### src/rtl/imagem_stream_reader_if.sv
// Bus bundle for imagem_stream_reader: Nios CSR slave, image-RAM read master and Avalon-ST source.
// The master modport is the reader's own view; slave is the view of whatever surrounds it.
interface imagem_stream_reader_if #(
   parameter int ADDR_W = 14
);
   logic [1:0]        csr_address;
   logic              csr_write;
   logic [31:0]       csr_writedata;
   logic              csr_read;
   logic [31:0]       csr_readdata;
   logic [ADDR_W-1:0] m_address;
   logic              m_chipselect;
   logic              m_read;
   logic [3:0]        m_byteenable;
   logic [31:0]       m_readdata;
   logic [31:0]       st_data;
   logic              st_valid;
   logic              st_ready;
   logic              st_sop;
   logic              st_eop;
   logic              irq;

   modport master (
      input  csr_address, csr_write, csr_writedata, csr_read, m_readdata, st_ready,
      output csr_readdata, m_address, m_chipselect, m_read, m_byteenable,
             st_data, st_valid, st_sop, st_eop, irq
   );

   modport slave (
      output csr_address, csr_write, csr_writedata, csr_read, m_readdata, st_ready,
      input  csr_readdata, m_address, m_chipselect, m_read, m_byteenable,
             st_data, st_valid, st_sop, st_eop, irq
   );
endinterface

### src/rtl/imagem_stream_reader.sv
// Reads LEN words from the image RAM starting at BASE and replays them as an Avalon-ST packet.
// Reads are only issued while the small output FIFO can absorb every outstanding response.
module imagem_stream_reader #(
   parameter int ADDR_W     = 14,
   parameter int MEM_WORDS  = 14848,
   parameter int FIFO_DEPTH = 4
) (
   input  logic                  clk,
   input  logic                  reset,
   imagem_stream_reader_if.master bus
);
   localparam int                PTR_W     = $clog2(FIFO_DEPTH);
   localparam int                CNT_W     = PTR_W + 1;
   localparam logic [ADDR_W-1:0] LAST_ADDR = ADDR_W'(MEM_WORDS - 1);
   localparam logic [CNT_W-1:0]  DEPTH_CNT = CNT_W'(FIFO_DEPTH);
   localparam logic [ADDR_W:0]   ONE_WORD  = (ADDR_W + 1)'(1);

   typedef enum logic [1:0] {IDLE, RUN, DRAIN} state_t;

   typedef struct packed {
      logic        sop;
      logic        eop;
      logic [31:0] data;
   } beat_t;

   state_t            state, next_state;
   logic [ADDR_W-1:0] base, addr;
   logic [ADDR_W:0]   len, remain;
   logic              done, irq_en, sop_pending;
   logic              inflight, inflight_sop, inflight_eop;
   beat_t             fifo_mem [FIFO_DEPTH];
   beat_t             head;
   logic [PTR_W-1:0]  wr_ptr, rd_ptr;
   logic [CNT_W-1:0]  fifo_count;
   logic [31:0]       csr_mux;
   logic              ctrl_wr, start, abort, busy, issue, last_issue, push, pop, drain_done;

   // NOTE: every signal written in always_comb gets a default first so no latch can be inferred.
   always_comb begin
      ctrl_wr    = bus.csr_write && (bus.csr_address == 2'd0);
      abort      = ctrl_wr && bus.csr_writedata[1];
      start      = ctrl_wr && bus.csr_writedata[0] && !bus.csr_writedata[1];
      busy       = (state != IDLE);
      // Occupancy counts the in-flight word so its response always has a FIFO slot waiting.
      issue      = (state == RUN) && (remain != '0) &&
                   ((fifo_count + CNT_W'(inflight)) < DEPTH_CNT);
      last_issue = issue && (remain == ONE_WORD);
      push       = inflight;
      pop        = (fifo_count != '0) && bus.st_ready;
      drain_done = !inflight && (fifo_count == '0);
      head       = fifo_mem[rd_ptr];
      case (bus.csr_address)
         2'd0:    csr_mux = {29'd0, irq_en, done, busy};
         2'd1:    csr_mux = 32'(base);
         2'd2:    csr_mux = 32'(len);
         default: csr_mux = 32'(remain);
      endcase
   end

   // NOTE: clocked state uses non-blocking assignments so every register samples pre-edge values.
   always_ff @(posedge clk or posedge reset) begin
      if (reset) state <= IDLE;
      else       state <= next_state;
   end

   always_comb begin
      next_state = state;
      if (abort) begin
         next_state = IDLE;
      end else begin
         case (state)
            IDLE:    if (start && (len != '0)) next_state = RUN;
            RUN:     if (last_issue)           next_state = DRAIN;
            DRAIN:   if (drain_done)           next_state = IDLE;
            default: next_state = IDLE;
         endcase
      end
   end

   always_ff @(posedge clk or posedge reset) begin
      if (reset) begin
         base             <= '0;
         len              <= '0;
         addr             <= '0;
         remain           <= '0;
         done             <= 1'b0;
         irq_en           <= 1'b0;
         sop_pending      <= 1'b0;
         inflight         <= 1'b0;
         inflight_sop     <= 1'b0;
         inflight_eop     <= 1'b0;
         wr_ptr           <= '0;
         rd_ptr           <= '0;
         fifo_count       <= '0;
         bus.csr_readdata <= '0;
      end else begin
         if (ctrl_wr) irq_en <= bus.csr_writedata[2];
         if (bus.csr_write && !busy) begin
            if (bus.csr_address == 2'd1) base <= bus.csr_writedata[ADDR_W-1:0];
            if (bus.csr_address == 2'd2) len  <= bus.csr_writedata[ADDR_W:0];
         end
         if (bus.csr_read) bus.csr_readdata <= csr_mux;

         inflight     <= issue;
         inflight_sop <= sop_pending;
         inflight_eop <= last_issue;
         if (issue) begin
            addr        <= (addr == LAST_ADDR) ? '0 : addr + 1'b1;
            remain      <= remain - 1'b1;
            sop_pending <= 1'b0;
         end

         if (push) wr_ptr <= wr_ptr + 1'b1;
         if (pop)  rd_ptr <= rd_ptr + 1'b1;
         if (push && !pop)      fifo_count <= fifo_count + 1'b1;
         else if (pop && !push) fifo_count <= fifo_count - 1'b1;

         if (start && !busy) begin
            if (len == '0) begin
               done <= 1'b1;
            end else begin
               done        <= 1'b0;
               addr        <= base;
               remain      <= len;
               sop_pending <= 1'b1;
            end
         end
         if ((state == DRAIN) && drain_done && !abort) done <= 1'b1;

         // Abort overrides everything above, including a response arriving this cycle.
         if (abort) begin
            remain      <= '0;
            sop_pending <= 1'b0;
            inflight    <= 1'b0;
            wr_ptr      <= '0;
            rd_ptr      <= '0;
            fifo_count  <= '0;
         end
      end
   end

   // NOTE: FIFO storage has no reset; fifo_count alone decides whether an entry is meaningful.
   always_ff @(posedge clk) begin
      if (push) fifo_mem[wr_ptr] <= '{sop: inflight_sop, eop: inflight_eop, data: bus.m_readdata};
   end

   assign bus.m_read       = issue;
   assign bus.m_chipselect = issue;
   assign bus.m_address    = addr;
   assign bus.m_byteenable = 4'hF;
   assign bus.st_valid     = (fifo_count != '0);
   assign bus.st_data      = bus.st_valid ? head.data : '0;
   assign bus.st_sop       = bus.st_valid && head.sop;
   assign bus.st_eop       = bus.st_valid && head.eop;
   assign bus.irq          = done && irq_en;
endmodule

### src/flat_wrapper.sv
// flat-port wrapper written by rule: the top's interface ports become plain ports
module imagem_stream_reader_flat 
#(
   parameter int ADDR_W     = 14,
   parameter int MEM_WORDS  = 14848,
   parameter int FIFO_DEPTH = 4
)
  (clk, reset, bus_csr_address, bus_csr_write, bus_csr_writedata, bus_csr_read, bus_m_readdata, bus_st_ready, bus_csr_readdata, bus_m_address, bus_m_chipselect, bus_m_read, bus_m_byteenable, bus_st_data, bus_st_valid, bus_st_sop, bus_st_eop, bus_irq);
  imagem_stream_reader_if #(.ADDR_W(ADDR_W)) bus_i ();
  input  logic clk;
  input  logic reset;
  input wire logic [$bits(bus_i.csr_address)-1:0] bus_csr_address;
  input wire logic [$bits(bus_i.csr_write)-1:0] bus_csr_write;
  input wire logic [$bits(bus_i.csr_writedata)-1:0] bus_csr_writedata;
  input wire logic [$bits(bus_i.csr_read)-1:0] bus_csr_read;
  input wire logic [$bits(bus_i.m_readdata)-1:0] bus_m_readdata;
  input wire logic [$bits(bus_i.st_ready)-1:0] bus_st_ready;
  output wire logic [$bits(bus_i.csr_readdata)-1:0] bus_csr_readdata;
  output wire logic [$bits(bus_i.m_address)-1:0] bus_m_address;
  output wire logic [$bits(bus_i.m_chipselect)-1:0] bus_m_chipselect;
  output wire logic [$bits(bus_i.m_read)-1:0] bus_m_read;
  output wire logic [$bits(bus_i.m_byteenable)-1:0] bus_m_byteenable;
  output wire logic [$bits(bus_i.st_data)-1:0] bus_st_data;
  output wire logic [$bits(bus_i.st_valid)-1:0] bus_st_valid;
  output wire logic [$bits(bus_i.st_sop)-1:0] bus_st_sop;
  output wire logic [$bits(bus_i.st_eop)-1:0] bus_st_eop;
  output wire logic [$bits(bus_i.irq)-1:0] bus_irq;
  assign bus_i.csr_address = bus_csr_address;
  assign bus_i.csr_write = bus_csr_write;
  assign bus_i.csr_writedata = bus_csr_writedata;
  assign bus_i.csr_read = bus_csr_read;
  assign bus_i.m_readdata = bus_m_readdata;
  assign bus_i.st_ready = bus_st_ready;
  assign bus_csr_readdata = bus_i.csr_readdata;
  assign bus_m_address = bus_i.m_address;
  assign bus_m_chipselect = bus_i.m_chipselect;
  assign bus_m_read = bus_i.m_read;
  assign bus_m_byteenable = bus_i.m_byteenable;
  assign bus_st_data = bus_i.st_data;
  assign bus_st_valid = bus_i.st_valid;
  assign bus_st_sop = bus_i.st_sop;
  assign bus_st_eop = bus_i.st_eop;
  assign bus_irq = bus_i.irq;
  imagem_stream_reader #(.ADDR_W(ADDR_W), .MEM_WORDS(MEM_WORDS), .FIFO_DEPTH(FIFO_DEPTH)) u_core (.clk(clk), .reset(reset), .bus(bus_i));
endmodule
### config.mk
export PLATFORM = sky130hd
export DESIGN_NAME = imagem_stream_reader_flat
export DESIGN_NICKNAME = d
export VERILOG_FILES = /design/src/rtl/imagem_stream_reader_if.sv /design/src/rtl/imagem_stream_reader.sv /design/src/flat_wrapper.sv
export SDC_FILE = /design/constraint.sdc
export NUM_CORES = 1
export LEC_CHECK = 0
export ABC_AREA = 1
export CAP_MARGIN = 15
export CORE_MARGIN = 2
export CORE_UTILIZATION = 54
export CTS_BUF_LIST = sky130_fd_sc_hd__clkbuf_16
export DETAILED_ROUTE_END_ITERATION = 16
export PLACE_DENSITY = 0.78
export SLEW_MARGIN = 15
export SYNTH_ARGS = -nofsm -noshare
export SYNTH_HDL_FRONTEND = slang
export SYNTH_SLANG_ARGS = --single-unit
export TNS_END_PERCENT = 50
### constraint.sdc
create_clock -name clk -period 4 [get_ports clk]
set_clock_uncertainty 0.1 [all_clocks]
set_input_delay 0.6 -clock clk [delete_from_list [all_inputs] [get_ports clk]]
set_output_delay 0.6 -clock clk [all_outputs]
set_load 0.02 [all_outputs]
==> key figures <==
Clock network
  – CTS Hold Bufs: 0
  – Clock transition time at the flip-flop clock pins of the worst setup and hold paths: 60 ps
  – H-tree Lvls: 1
  – Root buf cell: clkbuf_16
  – TritonCTS clock tree: done
  – TritonCTS Buffers: 24
  – Clk_lat worst skew: 520 ps
  – Post-CTS Setup Inserts: 0
  – # resized after CTS: 0
  – Clock net sink count: 224
  – Bufs on Longest Clock Path: 3

Detailed routing
  – Uppermost layer routed: met4
  – DR iter-0 viols: 560
  – First-pass iteration count of the detailed router: 5
  – Via density: 5.35
  – Routed metal-1 wire length: 10100 um
  – Routed len/inst: 16.1 um
  – Final ANT Viol Nets: 0
  – Vias: 7766
  – Routed wl met2: 11500 um
  – Wire length on met3: 1340 um
  – Remaining DRCs: 0
  – Total Routed Length: 23400 um

Worst setup path
  – R2R setup slack: 1760 ps
  – Setup CP Type: reg -> out
  – Req. time, crit path: 3300 ps
  – Worst setup EP type: primary output
  – Worst EP arrival: 2930 ps
  – Startpoint Class: flop
  – Crit-path max FO: 31

Floorplanning
  – Initial core utilization: 0.551
  – # IOs: 159
  – Die area: 20300 sq um
  – # rows: 50
  – Die height: 142 um
  – Die extent in x: 142 um
  – Core area: 18800 sq um

STA
  – Worst hold slack: 286 ps
  – FMAX: 275 MHz
  – RSZ-0062 raised after global routing: false
  – Worst Max-Slew Pin Slew: 880 ps
  – Period utilisation layout: 0.908
  – Final Hold Viols: 0
  – Crit path time final: 3630 ps
  – Fin Setup TNS: 0 ps
  – Number of setup violations in the final report: 0
  – Rel. slew slack: 0.413
  – Slew Limit Fails: 0

GRT
  – Largest net degree at the start of global routing: 59
  – Grt total ovfl: 0
  – First-pass GRT wire length: 36700 um
  – Vias in the first global route: 7475
  – All-Layer GR Usage: 0.229
  – Number of antenna violations at the first check in global routing: 0

Logic synthesis
  – Ranking of synthesized cells by area: edfxtp_1 40%, dfrtp_1 21%, nand2_1 7.5%
  – Syn Area/Cell: 9.46 sq um
  – Yosys top cell by area: edfxtp_1
  – Yosys cell types: 39
  – Sequential fraction of the synthesis area: 0.608
  – Syn Inst Count: 1092
  – Asr flop ratio synth: 0.393
  – EDFF count, synth: 136
  – Prevailing post-synth register cell: edfxtp_1
  – Yosys reg bits: 224
  – Synth warn: 0
  – Synth Cell Area: 10300 sq um
  – Share of the synthesized area in the top cell type: 0.395

Cells and area
  – Area delta synth->final: 19.7%
  – Layout cell share with drive strength beyond 1: 0.0551
  – Final instance area: 12400 sq um
  – Most common cell after layout, fill and taps aside: nand2_1
  – Fin nets: 1280
  – Commonest non-fill, non-tap cells in the layout: 207 x nand2_1, 196 x nor2_1, 136 x edfxtp_1, 126 x o21ai_0, 120 x clkdlybuf4s50_1
  – Antenna cells: 0

Worst hold path
  – Hold Crit Class: reg -> reg

Pwr
  – Worst IR Drop VDD: 348 uV
  – P per Cell Area: 715 nW/um^2
  – Pleak: 5.12 nW
  – Final Power: 0.00885 W

Flow run
  – Maxcap violations: 0

Place
  – Buffers on Ports: 120
  – DP Area: 11600 sq um
  – DP HPWL: 15000 um
  – GP Congestion: 0.895

Outcome
  – Outcome: finished, final reports clean
## cells by family (layout without fill, tap and decap cells)
group	count (synthesis)	count (layout)	synth area share
DFF	224	224	0.608
and+or+nand+nor	474	474	0.190
other	2	21	0.000727
adders and majority gates	10	10	0.0128
xor gates and xnor gates	10	10	0.00848
AOI/OAI and AO/OA	209	209	0.107
buffers and inverters	163	269	0.0725
## area by class of cell
type                    count  area (sq um)
well taps                 234           293
clock buffers              24           601
flip-flops and latches    224          6290
fillers                  1470          6400
inverters                  92           349
multi-input cells         724          3370
repair buffers            133          1320
clock inverters            20           148
## per-stage QoR
step                      utilization  setup slack (ps)  cells
final                           0.659               367   1451
after CTS                       0.659               368   1451
after floorplan                     -              1020   1111
after global routing            0.659               138   1451
after global placement          0.619               902   1407
after detailed placement        0.619               923   1407
## critical path, cell delays in order, from the launching register on
cell	delay (ps)
dfrtp_1	580
nand3_1	130
nand2_1	70
nand2_1	80
nor2_4	350
nand2_4	290
inv_4	270
clkdlybuf4s50_1	640
## worst paths after layout
| check | endpoint | depth (start not counted) | from |
|---|---|---|---|
| max | bus_m_chipselect | 7 | u_core.inflight |
| min | u_core.inflight_sop | 0 | u_core.sop_pending |
| max reg2reg | u_core.fifo_mem[0][26] | 5 | u_core.wr_ptr[0] |
| min reg2reg | u_core.inflight_sop | 0 | u_core.sop_pending |
| max in group asynchronous | u_core.fifo_count[1] | 3 | reset |
| min in group asynchronous | u_core.base[7] | 2 | reset |
## cells in the mapped netlist, types with 11 or more instances
| cell type | instances |
|---|---|
| a21oi_1 | 56 |
| buf_2 | 11 |
| buf_4 | 26 |
| clkbuf_1 | 27 |
| dfrtp_1 | 88 |
| edfxtp_1 | 136 |
| inv_1 | 85 |
| nand2_1 | 207 |
| nand3_1 | 41 |
| nor2_1 | 196 |
| o21ai_0 | 126 |
## sequential cells by signal (all words and copies together) (netlist names)
register and count:
u_core.fifo_mem 136, u_core.inflight_sop 1, u_core.wr_ptr 2, u_core.irq_en 1, u_core.rd_ptr 2, u_core.remain 15, u_core.bus.csr_readdata 15, u_core.fifo_count 3
u_core.inflight 1, u_core.inflight_eop 1, u_core.state 2, u_core.bus.m_address 14, u_core.base 14, u_core.len 15, u_core.done 1, u_core.sop_pending 1
## metal layers
layer	up-vias	track usage
met5	-	0
met4	0	0.0808
met3	35	0.0330
met2	240	0.396
met1	3691	0.298
li1	3800	-
## where the power goes
| part | switching (W) | total, W | internal [W] |
|---|---|---|---|
| sequential | 0.000408 | 0.00330 | 0.00290 |
| combinational | 0.00210 | 0.00347 | 0.00137 |
| clock | 0.000862 | 0.00208 | 0.00122 |
| total | 0.00337 | 0.00885 | 0.00548 |
Power figures use the tool's default switching activity.
